### src/rtl/modclk_decoder_pkg.sv
// Shared types and SYM_LEN-derived constants for the 25%/75% modulated-clock decoder.
package modclk_decoder_pkg;

    localparam int DEF_SYM_LEN = 4;

    typedef enum logic [1:0] {
        ST_HUNT   = 2'd0,
        ST_VERIFY = 2'd1,
        ST_LOCKED = 2'd2
    } state_t;

    // Cycles without a rise before a timeout event fires.
    function automatic int timeout_cycles(input int sym_len);
        return 2 * sym_len;
    endfunction

    // Width of the period / high-time counters; they never exceed the timeout value.
    function automatic int meas_width(input int sym_len);
        return $clog2(timeout_cycles(sym_len) + 1);
    endfunction

endpackage

### src/rtl/modclk_sync_edge.sv
// Two-flop synchronizer for the link line, plus a delayed copy for rising-edge detection.
module modclk_sync_edge (
    input  logic i_clk,
    input  logic i_rst_n,
    input  logic i_async,
    output logic o_s,
    output logic o_rise
);

    logic r_meta;
    logic r_s;
    logic r_s_d;

    always_ff @(posedge i_clk or negedge i_rst_n) begin
        if (!i_rst_n) begin
            r_meta <= 1'b0;
            r_s    <= 1'b0;
            r_s_d  <= 1'b0;
        end else begin
            r_meta <= i_async;
            r_s    <= r_meta;
            r_s_d  <= r_s;
        end
    end

    assign o_s    = r_s;
    assign o_rise = r_s & ~r_s_d;

endmodule

### src/rtl/modclk_decoder.sv
// Receive-side decoder: measures period and high time between rises of the
// synchronized line, qualifies symbols, and tracks lock with a HUNT/VERIFY/LOCKED FSM.
module modclk_decoder
    import modclk_decoder_pkg::*;
#(
    parameter int SYM_LEN    = DEF_SYM_LEN,
    parameter int LOCK_GOOD  = 16,
    parameter int UNLOCK_BAD = 4,
    parameter int ERR_W      = 16
) (
    input  logic             osc_clk0,
    input  logic             reset_n,
    input  logic             mod_in,
    input  logic             enable,
    input  logic             clr_err,
    output logic             sym_valid,
    output logic             sym_bit,
    output logic             trig_level,
    output logic             trig_rise,
    output logic             locked,
    output logic [ERR_W-1:0] err_count
);

    localparam int MEAS_W = meas_width(SYM_LEN);
    localparam int GOOD_W = $clog2(LOCK_GOOD + 1);
    localparam int BAD_W  = $clog2(UNLOCK_BAD + 1);
    localparam logic [MEAS_W-1:0] C_SYM     = MEAS_W'(SYM_LEN);
    localparam logic [MEAS_W-1:0] C_HI_ONE  = MEAS_W'(1);
    localparam logic [MEAS_W-1:0] C_HI_BIT1 = MEAS_W'(SYM_LEN - 1);
    localparam logic [MEAS_W-1:0] C_TMO     = MEAS_W'(timeout_cycles(SYM_LEN));

    logic w_s;
    logic w_rise;

    modclk_sync_edge u_sync (
        .i_clk   (osc_clk0),
        .i_rst_n (reset_n),
        .i_async (mod_in),
        .o_s     (w_s),
        .o_rise  (w_rise)
    );

    logic [MEAS_W-1:0] r_per;
    logic [MEAS_W-1:0] r_hi;
    logic              w_timeout;
    logic              w_good;
    logic              w_bit;
    logic              w_bad_evt;

    assign w_timeout = ~w_rise && (r_per == C_TMO);
    assign w_good    = (r_per == C_SYM) && ((r_hi == C_HI_ONE) || (r_hi == C_HI_BIT1));
    assign w_bit     = (r_hi == C_HI_BIT1);
    assign w_bad_evt = (w_rise && ~w_good) || w_timeout;

    // A rise or a timeout restarts measurement; the current sample seeds the high count.
    always_ff @(posedge osc_clk0 or negedge reset_n) begin
        if (!reset_n) begin
            r_per <= '0;
            r_hi  <= '0;
        end else if (w_rise || w_timeout) begin
            r_per <= C_HI_ONE;
            r_hi  <= MEAS_W'(w_s);
        end else begin
            if (r_per != C_TMO) begin
                r_per <= r_per + 1'b1;
            end
            r_hi <= r_hi + MEAS_W'(w_s);
        end
    end

    state_t            r_state;
    state_t            w_state_next;
    logic [GOOD_W-1:0] r_good_cnt;
    logic [GOOD_W-1:0] w_good_cnt_next;
    logic [BAD_W-1:0]  r_bad_cnt;
    logic [BAD_W-1:0]  w_bad_cnt_next;
    logic              r_sym_valid;
    logic              r_sym_bit;
    logic              r_trig_level;
    logic              r_trig_rise;
    logic [ERR_W-1:0]  r_err_count;
    logic              w_valid_next;
    logic              w_bit_next;
    logic              w_level_next;
    logic              w_trig_rise_next;
    logic              w_err_inc;

    always_comb begin
        w_state_next     = r_state;
        w_good_cnt_next  = r_good_cnt;
        w_bad_cnt_next   = r_bad_cnt;
        w_valid_next     = 1'b0;
        w_bit_next       = 1'b0;
        w_level_next     = r_trig_level;
        w_trig_rise_next = 1'b0;
        w_err_inc        = 1'b0;
        case (r_state)
            ST_HUNT: begin
                // The first rise only arms the measurement counters.
                w_good_cnt_next = '0;
                w_bad_cnt_next  = '0;
                if (w_rise) begin
                    w_state_next = ST_VERIFY;
                end
            end
            ST_VERIFY: begin
                if (w_rise && w_good) begin
                    if (r_good_cnt == GOOD_W'(LOCK_GOOD - 1)) begin
                        w_state_next   = ST_LOCKED;
                        w_bad_cnt_next = '0;
                    end else begin
                        w_good_cnt_next = r_good_cnt + 1'b1;
                    end
                end else if (w_bad_evt) begin
                    w_state_next = ST_HUNT;
                end
            end
            ST_LOCKED: begin
                if (w_rise && w_good) begin
                    w_valid_next     = 1'b1;
                    w_bit_next       = w_bit;
                    w_level_next     = w_bit;
                    w_trig_rise_next = w_bit & ~r_trig_level;
                    w_bad_cnt_next   = '0;
                end else if (w_bad_evt) begin
                    w_err_inc = 1'b1;
                    if (r_bad_cnt == BAD_W'(UNLOCK_BAD - 1)) begin
                        w_state_next = ST_HUNT;
                        w_level_next = 1'b0;
                    end else begin
                        w_bad_cnt_next = r_bad_cnt + 1'b1;
                    end
                end
            end
            default: begin
                w_state_next = ST_HUNT;
                w_level_next = 1'b0;
            end
        endcase
        if (!enable) begin
            w_state_next     = ST_HUNT;
            w_valid_next     = 1'b0;
            w_bit_next       = 1'b0;
            w_level_next     = 1'b0;
            w_trig_rise_next = 1'b0;
            w_err_inc        = 1'b0;
        end
    end

    always_ff @(posedge osc_clk0 or negedge reset_n) begin
        if (!reset_n) begin
            r_state      <= ST_HUNT;
            r_good_cnt   <= '0;
            r_bad_cnt    <= '0;
            r_sym_valid  <= 1'b0;
            r_sym_bit    <= 1'b0;
            r_trig_level <= 1'b0;
            r_trig_rise  <= 1'b0;
        end else begin
            r_state      <= w_state_next;
            r_good_cnt   <= w_good_cnt_next;
            r_bad_cnt    <= w_bad_cnt_next;
            r_sym_valid  <= w_valid_next;
            r_sym_bit    <= w_bit_next;
            r_trig_level <= w_level_next;
            r_trig_rise  <= w_trig_rise_next;
        end
    end

    // Clear beats a same-cycle increment; the count sticks at all-ones.
    always_ff @(posedge osc_clk0 or negedge reset_n) begin
        if (!reset_n) begin
            r_err_count <= '0;
        end else if (clr_err) begin
            r_err_count <= '0;
        end else if (w_err_inc && (r_err_count != '1)) begin
            r_err_count <= r_err_count + 1'b1;
        end
    end

    assign sym_valid  = r_sym_valid;
    assign sym_bit    = r_sym_bit;
    assign trig_level = r_trig_level;
    assign trig_rise  = r_trig_rise;
    assign locked     = (r_state == ST_LOCKED);
    assign err_count  = r_err_count;

endmodule

### config.mk
export PLATFORM = sky130hd
export DESIGN_NAME = modclk_decoder
export DESIGN_NICKNAME = d
export VERILOG_FILES = /design/src/rtl/modclk_decoder_pkg.sv /design/src/rtl/modclk_sync_edge.sv /design/src/rtl/modclk_decoder.sv
export SDC_FILE = /design/constraint.sdc
export NUM_CORES = 1
export LEC_CHECK = 0
export CORE_AREA = 2 2 84 86
export CTS_CLUSTER_SIZE = 25
export DETAILED_ROUTE_END_ITERATION = 16
export DIE_AREA = 0 0 86 88
export DONT_BUFFER_PORTS = 1
export PLACE_DENSITY_LB_ADDON = 0.2
export SYNTH_ARGS = -nofsm -noshare
export SYNTH_HDL_FRONTEND = slang
export SYNTH_HIERARCHICAL = 1
export SYNTH_SLANG_ARGS = --single-unit
export TNS_END_PERCENT = 1
### constraint.sdc
create_clock -name osc_clk0 -period 3.35 [get_ports osc_clk0]
set_input_delay 0.67 -clock osc_clk0 [delete_from_list [all_inputs] [get_ports osc_clk0]]
set_output_delay 0.67 -clock osc_clk0 [all_outputs]
set_load 0.1 [all_outputs]
==> metrics.md, run 1 <==
| Metric | Value |
|---|---|
| Top area cells in the synthesized netlist | dfrtp_1 45%, ha_1 5.0%, nor2b_1 3.0% |
| Crit path kind | flop to output port |
| Cells resized by post-CTS repair | 0 |
| GRT overflow | 0 |
| Syn nets | 237 |
| Worst-path cell chain | inv_1 > nand2_1 > inv_1 |
| I/O pins | 26 |
| Sw Pwr | 0.293 mW |
| Reg2Reg Setup Slack | 1.14 ns |
| Number of port buffers | 0 |
| Library cells used by synthesis | 53 |
| DR DRC count | 0 |
| H-Tree Depth | 2 |
| Reg2Reg Capture Point | err_count[7] |
| Final hold vios | 0 |
| Worst skew pair latency | 0.30 ns |
| TritonCTS clock tree | built |
| EDFF count, synth | 0 |
| Arrival @ worst endpoint | 1.74 ns |
| IR Drop Worst-Case VDD | 0.000175 V |
| Clk_skew | 0.00515 ns |
| Power per cell area | 436 nW/um^2 |
| Synth area leader | dfrtp_1 |
| Via Count | 1,701 |
| Global placer's final weighted congestion | 0.799 |
| Wire per inst | 15.3 microns |
| Clock transition at the registers of the reported paths | 0.08 ns |
| Final core occ | 38.4% |
| Slowest cell on crit path | inv_1 |
| Max Cap Viol | 0 |
| Vias in the first global route | 1,605 |
| Worst setup endpoint | locked |
| Internal | 0.819 mW |
| Total CTS buffers | 5 |
| Ys flop type | dfrtp_1 |
| Share of cells above drive strength 1 | 16.3% |
| CP required | 2.68 ns |
| Pin count of the biggest net entering global routing | 42 |
| Status | completed |
| Slew HR | 37.9% |
| Setup violations, final | 0 |
| Worst hold path type | primary input to async pin |
| Clock root cell | clkbuf_8 |
| Logic pwr share | 11.2% |
| Mapped Cells | 223 |
| Clock tree buffer depth | 2 |
| Post-DR vias/cell | 5.33 |
| Period Utilization, post-route | 71.8% |
| Ys Warns | 6 |
| Cell Area, Synth | 2270 sq um |
| Placed Area | 2440 sq um |
| Cells after DPL | 311 |
| Syn-to-layout area delta | 12.4% |
| Inserted Diodes | 0 |
| Clk sink count | 41 |
| Slew @ Worst Pin | 0.932 ns |
| Postcts setup bufs | 0 |
| Post-CTS Hold Fix Bufs | 0 |
| DP Wirelength | 3.53 mm |
| Clock power frac | 36.8% |
| Die height | 88 microns |
| Full die area | 7570 sq um |
| Switching share of power | 26.4% |
| Worst Setup SP | r_state[0] |
| Antenna violations before repair | 0 |
| First-pass DRT Iterations | 6 |
| FFs w/ async S/R, synth | 100% |
| # rows | 30 |
| CP Launch Type | flop |
| RR Startpoint | r_per[0] |
| F_max | 416 MHz |
| RSZ-0062 raised after global routing | no |
| Synth Register Bits | 41 |
| Final cell count without fillers | 319 |
| Sequential fraction of the synthesis area | 45.2% |
| Critical-path maximum fanout | 10 |
| Design Area, Final | 2550 sq um |
| Setup tns final | 0 ns |
| Min Tclk post-route | 2.41 ns |
| Final nets | 252 |
| Pins Over Slew Limit | 0 |
| Reg2Reg Depth | 6 |
| Top-area cell type share of the netlist area | 45.2% |
| Power Total | 1.11 mW |
| Initial drt markers | 71 |
| Leakage | 1.13 nW |
| Critical Path End Type | output port |
| Part of the power in registers | 52.0% |
| Starting Density | 34.2% |
| Aggregate routed wire length | 4.87 mm |
| GRT Overall Usage | 13.7% |
| Critical Path Max Stage Delay | 0.65 ns |
| First-pass GRT wire length | 8.10 mm |
| Antenna viol nets, final | 0 |
| Core region area | 6640 sq um |
| Avg Cell Area, Syn | 10.2 sq um |
| Crit path top cell by count | inv_1 |
| Die W | 86 microns |
-- flip-flops by register name (all words and copies together), names as in the netlist --
register / count
sym_valid: 1
trig_rise: 1
u_sync/o_s: 1
r_bad_cnt: 3
sym_bit: 1
u_sync/r_s_d: 1
trig_level: 1
r_per: 4
r_hi: 4
r_good_cnt: 5
r_state: 2
u_sync/r_meta: 1
err_count: 16
-- cell usage after synthesis, drive strengths merged (5+ instances only) --
cell and instances:
inv 12, ha 9, nor2b 12, a21oi 8
mux2 10, nor2 16, nor4 6, buf 5
nand2 15, o31ai 8, dfrtp 41, nand4 5
nand3 13, or4 5
-- worst min-delay path by stage --
stage	endpoint	slack [ns]	depth (start not counted)
2_1_floorplan	u_sync/o_s	0.33	0
3_3_place_gp	u_sync/o_s	0.36	0
3_5_place_dp	u_sync/o_s	0.37	0
4_1_cts	r_bad_cnt[2]	0.05	0
5_1_grt	sym_bit	0.04	0
6_report	err_count[15]	0.06	0
-- cells by family after synthesis --
kind of cell | after synthesis | share of synthesized area (%)
AO/OA/AOI/OAI | 41 | 13.7
buffers and inverters | 21 | 4.68
multiplexers | 13 | 6.28
flip-flops | 41 | 45.2
AND/OR/NAND/NOR | 94 | 23.7
adder cells (fa/ha/maj) | 9 | 4.96
XOR/XNOR | 4 | 1.54
-- worst max-delay path, delay by kind of cell, from the launching register on --
| kind | cells | cell delay, ns |
|---|---|---|
| simple gates | 1 | 0.14 |
| flops | 1 | 0.49 |
| buf+inv | 2 | 0.82 |
-- power groups by stage --
stage | clock network (mW) | logic (mW) | registers [mW]
6_report | 0.409 | 0.125 | 0.578
5_1_grt | 0.443 | 0.148 | 0.586
4_1_cts | 0.427 | 0.128 | 0.579
3_5_place_dp | 0 | 0.128 | 0.588
3_3_place_gp | 0 | 0.127 | 0.590
2_1_floorplan | 0 | 0.114 | 0.575
-- cells in the final DEF, fill, tap and decap left out, drive strengths merged, types with 5 or more instances in the layout --
cell    instances
nand2          15
mux2           10
nand4           5
buf            17
nor4            6
nor2b          12
o31ai           8
or4             5
a21oi           8
inv            12
nor2           16
dfrtp          41
ha              9
nand3          13
clkbuf          5
-- cell type report --
cell class / count / area, sq um
fill: 646 / 4090
multi-input combinational: 161 / 1140
sequential: 41 / 1030
timing repair buffer: 17 / 128
tap: 80 / 100
clock buffer: 5 / 68.8
clock inverter: 3 / 46.3
inverter: 12 / 45.0
-- metrics by stage --
stage	hold WS (ns)	setup WS, ns
after global routing	0.0375	0.848
final	0.0581	0.945
after global placement	0.359	1.13
after CTS	0.0454	0.923
after floorplan	0.331	0.895
after detailed placement	0.372	1.15
-- layer usage --
metal / global-route usage [%] / share of wire (%)
met3: 2.83 / 3.9
met4: 4.91 / 1.2
met1: 19.2 / 51
met2: 21.1 / 43
met5: 0 / 0
Power figures use the tool's default switching activity.
==> run 2, diff against run 1 <==
- clock period: 3.35 -> 2.44 ns (I/O delays scaled with it)
==> run 2 against run 1 <==
Effect of this change: total power grew 33%; highest routed layer unchanged; clock power up 19%; sequential power increased by 37%; sequential share of layout area fell by 0.73 points; global-route usage up 0.78 points; clock-buffer cell count is 2 higher; cell area up 2.1%; critical endpoint is now err_count[7]; worst setup slack worse by 0.66 ns; first-iteration DRC count increased by 34%; register-to-register slack got worse by 0.86 ns; via count rose by 2.4%; flip-flop and latch count unchanged.
==> metrics.md, run 2 (synthesis gave the netlist of run 1 again) <==
| Metric | Value |
|---|---|
| Core region area | 6640 sq um (unchanged) |
| Total CTS buffers | 5 (unchanged) |
| Logic pwr share | 13.3% (+2.1 points) |
| Die height | 88 microns (unchanged) |
| Arrival @ worst endpoint | 2.34 ns (+0.60 ns) |
| Top routing layer in use | met4 |
| First-pass GRT wire length | 8.64 mm (+6.6%) |
| Slew HR | 41.7% (+3.8 points) |
| Clk sink count | 41 (unchanged) |
| Global placer's final weighted congestion | 0.815 (+1.9%) |
| Full die area | 7570 sq um (unchanged) |
| Reg2Reg Capture Point | err_count[7] |
| Clock root cell | clkbuf_8 |
| Most common cell after layout, fill and taps aside | dfrtp_1 |
| Final hold vios | 0 (unchanged) |
| Inserted Diodes | 0 (unchanged) |
| Pins Over Slew Limit | 0 (unchanged) |
| Via Count | 1,741 (+2.4%) |
| Crit path kind | flop to flop |
| Worst hold path type | primary input to async pin |
| Period Utilization, post-route | 88.4% |
| Worst setup endpoint | err_count[7] |
| Clk_skew | 0.00803 ns (+0.00288 ns) |
| Final cell count without fillers | 326 (+2.2%) |
| Initial drt markers | 95 (+34%) |
| Cells after DPL | 317 (+1.9%) |
| Die W | 86 microns (unchanged) |
| Pin count of the biggest net entering global routing | 42 (unchanged) |
| Share of cells above drive strength 1 | 19.5% (+3.2 points) |
| Slew @ Worst Pin | 0.875 ns (-0.0568 ns) |
| Max Cap Viol | 0 (unchanged) |
| Antenna viol nets, final | 0 (unchanged) |
| Internal | 1.08 mW (+32%) |
| Min Tclk post-route | 2.16 ns |
| Worst-path cell chain | inv_1 > ha_1 > nand4b_1 > o22ai_2 > a2111oi_1 > mux2_2 |
| GRT overflow | 0 (unchanged) |
| Postcts setup bufs | 0 (unchanged) |
| Antenna violations before repair | 0 (unchanged) |
| Critical Path Max Stage Delay | 0.53 ns (-0.12 ns) |
| Routed wl met3 | 193 microns (+0.52%) |
| Worst skew pair latency | 0.29 ns (about the same) |
| DR WL met2 | 2.11 mm (+0.14%) |
| First-pass DRT Iterations | 4 (-2) |
| Clock power frac | 32.9% (-3.9 points) |
| Setup WS post-layout | 0.282 ns (-0.662 ns) |
| DR DRC count | 0 (unchanged) |
| RSZ-0062 raised after global routing | no |
| Pre-CTS WS | 0.268 ns (-0.885 ns) |
| Final nets | 259 (+2.8%) |
| Clock tree buffer depth | 2 (unchanged) |
| Post-DR vias/cell | 5.34 (+0.15%) |
| Setup tns final | 0 ns (unchanged) |
| Switching share of power | 26.7% (+0.36 points) |
| Slowest cell on crit path | a2111oi_1 |
| Critical Path End Type | flop |
| F_max | 463 MHz |
| I/O pins | 26 (unchanged) |
| Worst Setup SP | r_per[0] |
| Sw Pwr | 0.394 mW (+34%) |
| Register area | 1030 sq um (+0.24%) |
| Syn-to-layout area delta | 14.8% |
| Number of port buffers | 0 (unchanged) |
| # rows | 30 (unchanged) |
| Starting Density | 34.2% (unchanged) |
| Number of flip-flops under the largest register name | 16 (unchanged) |
| H-Tree Depth | 2 (unchanged) |
| Most frequent cells in the layout | 39 x dfrtp_1, 23 x buf_4, 16 x nor2_1 |
| Cells resized by post-CTS repair | 0 (unchanged) |
| CP required | 2.62 ns (-0.06 ns) |
| Filler Cell Count | 656 (+1.5%) |
| DP Wirelength | 3.66 mm (+3.6%) |
| Part of the power in registers | 53.7% (+1.7 points) |
| Wire per inst | 15.2 microns (-0.34%) |
| Power per cell area | 566 nW/um^2 (+30%) |
| Clock transition at the registers of the reported paths | 0.08 ns (about the same) |
| GRT Overall Usage | 14.5% (+0.78 points) |
| Multi-input logic area | 1140 sq um (unchanged) |
| Status | completed |
| CP Launch Type | flop |
| Setup violations, final | 0 (unchanged) |
| IR Drop Worst-Case VDD | 0.000178 V (+1.4%) |
| TritonCTS clock tree | built |
| Aggregate routed wire length | 4.96 mm (+1.8%) |
| Leakage | 1.17 nW (+3.3%) |
| Vias in the first global route | 1,688 (+5.2%) |
| Reg2Reg Setup Slack | 0.28 ns (-0.86 ns) |
| RR Startpoint | r_per[0] |
| Met1 WL | 2.59 mm (+3.2%) |
| Reg2Reg Depth | 6 (unchanged) |
| Critical-path maximum fanout | 10 (unchanged) |
run 2: changes by cell type in the layout (fill, tap and decap cells not counted), sizes merged:
cell	before	now
buf	17	24
bufinv	1	0
clkbuf	5	7
clkinvlp	1	0
run 2: per-stage QoR:
| stage | util [%] | hold WS, ns | total power [mW] | area, sq um |
|---|---|---|---|---|
| 6_report | 39.2 | 0.0370 | 1.47 | 2610 |
| 5_1_grt | 39.2 | 0.0377 | 1.57 | 2610 |
| 4_1_cts | 39.2 | 0.0345 | 1.50 | 2610 |
| 3_5_place_dp | 37.4 | 0.193 | 0.987 | 2480 |
| 3_3_place_gp | 37.4 | 0.194 | 0.985 | 2480 |
| 2_1_floorplan | - | 0.192 | 0.946 | 2270 |
run 2: power by group through the flow:
stage               combinational, mW  sequential (mW)  clock (mW)
floorplan                       0.157            0.789           0
global placement                0.179            0.806           0
detailed placement              0.183            0.804           0
CTS                             0.200            0.793       0.510
global route                    0.230            0.803       0.540
finish                          0.196            0.792       0.486
run 2: layout make-up:
type                    instances  share of cell area (%)
clock buffers                   7                    3.70
clock inverters                 1                   0.192
inverters                      12                    1.73
multi-input cells             161                    43.7
flip-flops and latches         41                    39.5
well taps                      80                    3.84
repair buffers                 24                    7.39
run 2: worst min-delay path by stage:
stage,startpoint,endpoint,slack (ns),cells after the start
3_3_place_gp,reset_n,err_count[14],0.19,0
5_1_grt,reset_n,err_count[13],0.04,1
2_1_floorplan,reset_n,err_count[0],0.19,0
3_5_place_dp,reset_n,err_count[14],0.19,0
4_1_cts,reset_n,err_count[14],0.03,1
6_report,reset_n,err_count[10],0.04,1
run 2: what timing repair did:
action                                  in CTS  in global routing
endpoints found under the setup margin       0                  0
hold buffers                                 1                  0
hold endpoints to repair                    41                  0
run 2: per-layer routing:
metal,vias up,global-route usage (%)
li1,866,-
met3,8,2.07
met2,30,21.0
met1,837,21.8
met4,0,5.63
met5,-,0
run 2: critical path: cells and delay by family, from the launching register on:
kind                     cells  cell delay (ns)
AO/OA/AOI/OAI                2             0.77
flip-flops                   1             0.39
multiplexers                 1             0.38
AND/OR/NAND/NOR              1             0.25
adder cells (fa/ha/maj)      1             0.21
buffers and inverters        1             0.06
